==> src/rtl/ir_led_sched.sv <==
// Drives the single IR-status LED: one blink pattern per event source, served by
// fixed priority err > key > repeat with preemption/retrigger by equal-or-higher sources.
module ir_led_sched #(
  parameter int unsigned REP_ON_CYC = 2_500_000,
  parameter int unsigned KEY_ON_CYC = 5_000_000,
  parameter int unsigned ERR_ON_CYC = 2_500_000,
  parameter int unsigned OFF_CYC    = 2_500_000,
  parameter int unsigned ERR_BLINKS = 3,
  parameter int unsigned CNT_W      = 23
) (
  input  logic       sys_clk,
  input  logic       sys_rst_n,
  input  logic       repeat_en,
  input  logic       key_vld,
  input  logic       err_flag,
  output logic       led,
  output logic       busy,
  output logic [1:0] src
);

  localparam int unsigned BLK_W = (ERR_BLINKS < 2) ? 1 : $clog2(ERR_BLINKS + 1);

  localparam logic [CNT_W-1:0] REP_LAST = CNT_W'(REP_ON_CYC - 1);
  localparam logic [CNT_W-1:0] KEY_LAST = CNT_W'(KEY_ON_CYC - 1);
  localparam logic [CNT_W-1:0] ERR_LAST = CNT_W'(ERR_ON_CYC - 1);
  localparam logic [CNT_W-1:0] OFF_LAST = CNT_W'(OFF_CYC - 1);

  localparam logic [1:0] SRC_NONE = 2'd0;
  localparam logic [1:0] SRC_REP  = 2'd1;
  localparam logic [1:0] SRC_KEY  = 2'd2;
  localparam logic [1:0] SRC_ERR  = 2'd3;

  typedef enum logic [1:0] {
    ST_IDLE = 2'd0,
    ST_ON   = 2'd1,
    ST_OFF  = 2'd2
  } state_t;

  // Bit order everywhere: [0] repeat, [1] key, [2] err (bit index = source id - 1).
  logic [2:0]       req_in;
  logic [2:0]       dly_q;
  logic [2:0]       rise;
  logic [2:0]       pend_q, pend_d;
  logic [2:0]       grant_mask;
  logic [1:0]       hp_id;
  logic [CNT_W-1:0] cur_last;

  state_t           state_q, state_d;
  logic [CNT_W-1:0] cnt_q, cnt_d;
  logic [1:0]       src_q, src_d;
  logic [BLK_W-1:0] blinks_q, blinks_d;
  logic             led_q, busy_q;

  assign req_in = {err_flag, key_vld, repeat_en};

  // A granted pend is cleared even if the same source rises again on that edge.
  genvar gi;
  generate
    for (gi = 0; gi < 3; gi++) begin : g_req
      assign rise[gi]   = req_in[gi] & ~dly_q[gi];
      assign pend_d[gi] = (pend_q[gi] | rise[gi]) & ~grant_mask[gi];
    end
  endgenerate

  always_comb begin
    hp_id = SRC_NONE;
    if (pend_q[0]) hp_id = SRC_REP;
    if (pend_q[1]) hp_id = SRC_KEY;
    if (pend_q[2]) hp_id = SRC_ERR;
  end

  always_comb begin
    case (src_q)
      SRC_ERR: cur_last = ERR_LAST;
      SRC_KEY: cur_last = KEY_LAST;
      default: cur_last = REP_LAST;
    endcase
  end

  always_comb begin
    state_d    = state_q;
    cnt_d      = cnt_q;
    src_d      = src_q;
    blinks_d   = blinks_q;
    grant_mask = 3'b000;
    // src_q is 0 in IDLE, so this covers both a fresh grant and a preempt/retrigger.
    if (hp_id != SRC_NONE && hp_id >= src_q) begin
      state_d  = ST_ON;
      cnt_d    = '0;
      src_d    = hp_id;
      blinks_d = (hp_id == SRC_ERR) ? BLK_W'(ERR_BLINKS) : BLK_W'(1);
      case (hp_id)
        SRC_ERR: grant_mask = 3'b100;
        SRC_KEY: grant_mask = 3'b010;
        default: grant_mask = 3'b001;
      endcase
    end else begin
      case (state_q)
        ST_ON: begin
          if (cnt_q == cur_last) begin
            cnt_d = '0;
            if (blinks_q == BLK_W'(1)) begin
              state_d = ST_IDLE;
              src_d   = SRC_NONE;
            end else begin
              state_d  = ST_OFF;
              blinks_d = blinks_q - BLK_W'(1);
            end
          end else begin
            cnt_d = cnt_q + CNT_W'(1);
          end
        end
        ST_OFF: begin
          if (cnt_q == OFF_LAST) begin
            cnt_d   = '0;
            state_d = ST_ON;
          end else begin
            cnt_d = cnt_q + CNT_W'(1);
          end
        end
        default: begin
          state_d = ST_IDLE;
          cnt_d   = '0;
          src_d   = SRC_NONE;
        end
      endcase
    end
  end

  always_ff @(posedge sys_clk or negedge sys_rst_n) begin
    if (!sys_rst_n) begin
      dly_q    <= 3'b000;
      pend_q   <= 3'b000;
      state_q  <= ST_IDLE;
      cnt_q    <= '0;
      src_q    <= SRC_NONE;
      blinks_q <= '0;
      led_q    <= 1'b0;
      busy_q   <= 1'b0;
    end else begin
      dly_q    <= req_in;
      pend_q   <= pend_d;
      state_q  <= state_d;
      cnt_q    <= cnt_d;
      src_q    <= src_d;
      blinks_q <= blinks_d;
      led_q    <= (state_d == ST_ON);
      busy_q   <= (state_d != ST_IDLE);
    end
  end

  assign led  = led_q;
  assign busy = busy_q;
  assign src  = src_q;

endmodule
==> config.mk <==
export PLATFORM = sky130hd
export DESIGN_NAME = ir_led_sched
export DESIGN_NICKNAME = d
export VERILOG_FILES = /design/src/rtl/ir_led_sched.sv
export SDC_FILE = /design/constraint.sdc
export NUM_CORES = 1
export LEC_CHECK = 0
export ABC_AREA = 1
export CAP_MARGIN = 10
export CORE_ASPECT_RATIO = 1.4
export CORE_MARGIN = 2
export CORE_UTILIZATION = 49
export DETAILED_ROUTE_END_ITERATION = 12
export GPL_TIMING_DRIVEN = 0
export PLACE_DENSITY = 0.78
export SETUP_SLACK_MARGIN = 0.1
export SYNTH_ARGS = -nofsm -noshare
export SYNTH_HDL_FRONTEND = slang
export SYNTH_SLANG_ARGS = --single-unit
==> constraint.sdc <==
create_clock -name sys_clk -period 1.85 [get_ports sys_clk]
set_input_delay 0.2775 -clock sys_clk [delete_from_list [all_inputs] [get_ports sys_clk]]
set_output_delay 0.2775 -clock sys_clk [all_outputs]
set_load 0.1 [all_outputs]
# Word-level counts from Yosys, hierarchy flattened
# Index checks and enable logic that the tools add are counted.
[word_totals] ff_bits=37 out_inout_bits=4
[classes] addsub=2 reduce_logical=7 mux=24 order_cmp=1 n_bitwise=15 n_eq_ne=13
[op_table] op="$mux W23" count=4
[op_table] op="$pmux W23 S2" count=1
[op_table] op="$mux W2" count=14
[op_table] op="$add A23 B1 Y23 const B" count=1
[op_table] op="$eq A23 B22 Y1 const B" count=1
[op_table] op="$eq A23 B23 Y1" count=1
[op_table] op="$eq A2 B2 Y1 const B" count=4
[op_table] op="$pmux W2 S2" count=2
[op_table] op="$reduce_bool A2 Y1" count=4
[op_table] op="$and A1 B1 Y1" count=6
[op_table] op="$eq A2 B1 Y1 const B" count=3
[op_table] op="$ne A3 B3 Y1 const B" count=2
[op_table] op="$not A1 Y1" count=6
[op_table] op="$pmux W3 S2" count=1
[op_table] op="$reduce_and A3 Y1" count=2
[op_table] op="$ne A2 B2 Y1 const B" count=2
[op_table] op="$mux W3" count=1
[op_table] op="$or A1 B1 Y1" count=3
[op_table] op="$ge A2 B2 Y1" count=1
[op_table] op="$sub A2 B1 Y2 const B" count=1
[op_table] op="$logic_and A1 B1 Y1" count=1
[op_table] op="$mux W1" count=1

# Logic depth before layout (Yosys ltp)
[depth] depth_word=8 mapped_depth=14 depth_no_buf=13

# Worst setup path after synthesis
# OpenSTA, ideal clock, no wires.
[synth_path] kind="register to register" startpoint="register src_q[0] (netlist: src[0])" endpoint="register cnt_q[5]" setup_ns=0.080 arrival_ns=2.180 stages_incl_launch_ff=10 path_buffers=1 t_required_ns=1.770 synth_period_minus_slack_ns=2.260 slack_ns=-0.410 cell_sequence="dfrtp_1 ha_1 o21ai_0 nand2_1 nand2_2 inv_1 nor2_4 nand2_4 buf_6 nor3_2"
[synth_between] elab_chain_len=6
[synth_lines] element="start: declaration" line_no="50" rtl="logic [1:0] src_q, src_d;"
[synth_lines] element="start signal: assignment" line_no="145" rtl="src_q <= src_d;"
[synth_lines] element="$eq A2 B2 Y1" line_no="73" rtl="case (src_q)"
[synth_lines] element="$mux W23" line_no="73"
[synth_lines] element="$eq A23 B23 Y1" line_no="100" rtl="if (cnt_q == cur_last) begin"
[synth_lines] element="$mux W23" line_no="100"
[synth_lines] element="$pmux W23 S2" line_no="98" rtl="case (state_q)"
[synth_lines] element="$mux W23 (*)" line_no="87" rtl="if (hp_id != SRC_NONE && hp_id >= src_q) begin"
[synth_lines] element="net cnt_d[5]" line_no="49" rtl="logic [CNT_W-1:0] cnt_q, cnt_d;"
[synth_lines] element="end signal: assignment" line_no="144" rtl="cnt_q <= cnt_d;"
[synth_lines] element="end: declaration" line_no="49"
# Mark *: on every way through the listed nets, which the timed path passes. The rest lies on a longest branch.
# A chain may end at the register's enable or synchronous reset.

# Worst setup path after layout
[layout_path] startpoint="register pend_q[0]" endpoint="register cnt_q[5]"
[layout_between] elab_chain_len=6
[layout_lines] element="start: declaration" line_no="43" rtl="logic [2:0] pend_q, pend_d;"
[layout_lines] element="start signal: assignment" line_no="142" rtl="pend_q <= pend_d;"
[layout_lines] element="$mux W1 (*)" line_no="67" rtl="if (pend_q[0]) hp_id = SRC_REP;"
[layout_lines] element="$mux W2 (*)" line_no="68" rtl="if (pend_q[1]) hp_id = SRC_KEY;"
[layout_lines] element="$mux W2 (*)" line_no="69" rtl="if (pend_q[2]) hp_id = SRC_ERR;"
[layout_lines] element="$ge A2 B2 Y1 / $reduce_bool A2 Y1 (equally long branches)" line_no="87"
[layout_lines] element="$logic_and A1 B1 Y1 (*)" line_no="87"
[layout_lines] element="$mux W23 (*)" line_no="87"
[layout_lines] element="net cnt_d[5]" line_no="49"
# Marks and branches as above.

==> flow_summary.json <==
{
  "status": "finished, violations left",
  "violations": "setup timing",
  "finalPower_w": 0.004158,
  "rsz0062_at_grt": "true",
  "io_buffers": 8,
  "cts_hold_buf": 0,
  "ios": 9,
  "routed-wl-met3_microns": 164,
  "seqPwrFrac_pct": 25.1,
  "initial_utilization_pct": 50.24,
  "endpoint_kind": "register",
  "switching_share_pct": 41.85,
  "ys_seq_elements": 37,
  "grt_remaining_overflow": 0,
  "syn-num-nets": 274,
  "vias_per_cell": 5.329,
  "drive_above_1_share_pct": 30.87,
  "synth-main-ff-cell": "dfrtp_1",
  "synth_cell_types": 27,
  "fin_ws_ns": -0.005906,
  "cts_root_buffer": "clkbuf_8",
  "fin_crit_sh_pct": 100.3,
  "core.rowCount": 28,
  "ant_nets": 0,
  "pre_cts_slack_ns": -0.09352,
  "m1WireLength_mm": 1.859,
  "synth_area_sq_um": 2095,
  "grt_pass1_wl_mm": 7.755,
  "cts.clk_slew.worst_paths_ns": 0.08,
  "worstPathRequired_ns": 2.07,
  "holdCritPathClass": "input pin to async pin",
  "setup_viol": 1,
  "crit_slowest_cell": "dfrtp_1",
  "synthCells": 263,
  "numCtsBuffers": 5,
  "syn2layout_area_growth_pct": 29.03,
  "avgSynthCellArea_sq_um": 7.964,
  "slew_violations": 0,
  "drt-total-wl_mm": 4.884,
  "die_y_microns": 81.36,
  "cp-start-kind": "register",
  "path_max_fanout": 5,
  "power_density_nw_per_um2": 1538,
  "fmax_mhz": 538.8,
  "clk_latency_ns": 0.30,
  "finalHoldViolCount": 0,
  "cts.sinks": 37,
  "layout_min_cycle_time_ns": 1.856,
  "antenna_found_initial": 0,
  "cp_num_buf_inv": 3,
  "pwr-share-clk_pct": 17.9,
  "comb_power_share_pct": 57.0,
  "hold_slack_ns": 0.06478,
  "core-area_sq_um": 4169,
  "drt_iter0_markers": 68,
  "cts_buffer_depth": 2,
  "maxCapViolations": 0,
  "crit_family": "simple AND/OR/NAND/NOR gates",
  "async_flop_share_pct": 100.0,
  "wl_met2_mm": 2.710,
  "relSlewSlack_pct": 37.36,
  "p_int_w": 0.002418,
  "leakagePower_nw": 1.236,
  "synth-edff-count": 0,
  "cts_tree": "yes",
  "grt_max_degree": 38,
  "diodes": 0,
  "finClkSkew_ns": 0.004280,
  "dr_total_vias": 1828,
  "cts_max_level": 2,
  "arrival_ns": 2.08,
  "placed_area_sq_um": 2258,
  "die-area_sq_um": 4821,
  "worst_slew_pin_slew_ns": 0.9433,
  "design_area_sq_um": 2703,
  "routedWlPerCell_microns": 14.24,
  "path_cells": "a21oi_4 -> ha_4 -> o21ai_2 -> nand2_1 -> nand2_2 -> inv_4 -> nor2_4 -> nand2_4 -> buf_12 -> buf_8 -> nor3_4",
  "slowest_delay_ns": 0.43,
  "peakVddDrop_v": 0.001678,
  "top_layer": "met4",
  "final_nets": 308,
  "ys_seq_area_share_pct": 44.21,
  "fillers": 325,
  "grt_use_total_pct": 21.96,
  "multi_input_area_sq_um": 1132,
  "power.switching_w": 0.001740,
  "seqCellArea_sq_um": 933.4,
  "critPathKind": "register to register",
  "place_congestion": 0.9191,
  "die_x_microns": 59.26,
  "yosysWarnings": 0,
  "hpwlAfterDp_mm": 3.077,
  "grt_pass1_vias": 1773,
  "drc": 0,
  "finalCoreUtilization_pct": 64.83,
  "firstDrtPassIters": 4
}
## timing repair
action                                  4_1_cts  5_1_grt
gates resized for setup                      23       33
endpoints found under the setup margin       30       33
pin swaps                                     8       10
cloned                                        2        0
setup buffers                                14        4
## path summary, 6_finish.rpt
| check | start | to | slack, ns | cells after the start |
|---|---|---|---|---|
| setup / recovery | pend_q[0]$_DFF_PN0_ | cnt_q[5]$_DFF_PN0_ | -0.006 | 11 |
| hold / removal | sys_rst_n | cnt_q[21]$_DFF_PN0_ | 0.06 | 1 |
| setup reg to reg | pend_q[0]$_DFF_PN0_ | cnt_q[5]$_DFF_PN0_ | -0.006 | 11 |
| hold reg to reg | blinks_q[0]$_DFFE_PN0P_ | blinks_q[0]$_DFFE_PN0P_ | 0.50 | 1 |
| max in group asynchronous | sys_rst_n | src[0]$_DFFE_PN0P_ | 1.18 | 1 |
| min in group sys_clk | err_flag | dly_q[2]$_DFF_PN0_ | 0.45 | 1 |
## synth_stat cells, types with 5 or more instances
cell type | count | area share [%]
nand2_1 | 54 | 9.7
nor2_1 | 43 | 7.7
inv_1 | 40 | 7.2
dfrtp_1 | 37 | 44
nand3_1 | 15 | 3.6
o21ai_0 | 10 | 2.4
xor2_1 | 8 | 3.3
ha_1 | 6 | 3.6
nand2_2 | 6 | 1.8
nand4_1 | 5 | 1.5
nor3_1 | 5 | 1.2
## flip-flops by register name (all words and copies together), names as in the netlist
| name | flops |
|---|---|
| state_q | 2 |
| led | 1 |
| busy | 1 |
| dly_q | 3 |
| src | 2 |
| blinks_q | 2 |
| cnt_q | 23 |
| pend_q | 3 |
## area by class of cell
type	instances	area share (%)
buffer	4	1.481
clock buffer	6	3.056
clock inverter	2	1.389
inverter	42	5.926
multi-input combinational	180	41.90
sequential	37	34.54
tap	45	2.083
timing repair buffer	27	9.630
## metrics by stage
stage | setup TNS (ns) | std cells
global placement | -12.23 | 316
finish | -0.005906 | 343
CTS | 0 | 340
floorplan | 0 | 263
detailed placement | -1.287 | 316
global route | -0.5712 | 343
## cells in the final DEF, fill, tap and decap left out, types with 2 or more instances in the layout
cell and instances:
a21oi_1 4, buf_2 3, buf_4 16, buf_8 3, clkbuf_8 6, clkdlybuf4s15_2 2
clkdlybuf4s50_1 3, dfrtp_1 35, dfrtp_4 2, ha_1 3, ha_4 2, inv_1 35
inv_2 6, nand2_1 53, nand2_2 5, nand2_4 3, nand3_1 11, nand3_2 6
nand4_1 5, nor2_1 27, nor2_2 14, nor2_4 7, nor3_1 4, nor3_2 2
nor3_4 3, nor3b_2 2, o21ai_0 7, o21ai_1 2, o22ai_1 2, xnor2_1 4
xor2_1 8
## power groups by stage
stage                     logic (W)  registers, W  clock network (W)
after CTS                   0.00204       0.00104           0.000749
after detailed placement    0.00141       0.00105                  0
after global routing        0.00252       0.00106           0.000781
after floorplan            0.000802       0.00135                  0
final                       0.00237       0.00104           0.000743
after global placement      0.00139       0.00105                  0
## cell families (layout without fill, tap and decap cells)
kind of cell	count (synthesis)	after routing	share of synthesized area, %
and+or+nand+nor	145	145	33.39
DFF	37	37	44.21
adders and majority gates	6	6	3.584
AOI/OAI and AO/OA	17	17	4.719
buffers and inverters	46	81	9.080
xor gates and xnor gates	12	12	5.018
## per-layer routing
layer | track usage, % | vias to the layer above
met3 | 4.936 | 17
met1 | 23.67 | 889
met4 | 11.36 | 0
met5 | 0 | -
li1 | - | 885
met2 | 39.01 | 37
No activity file was read; power rests on OpenSTA's default activity.
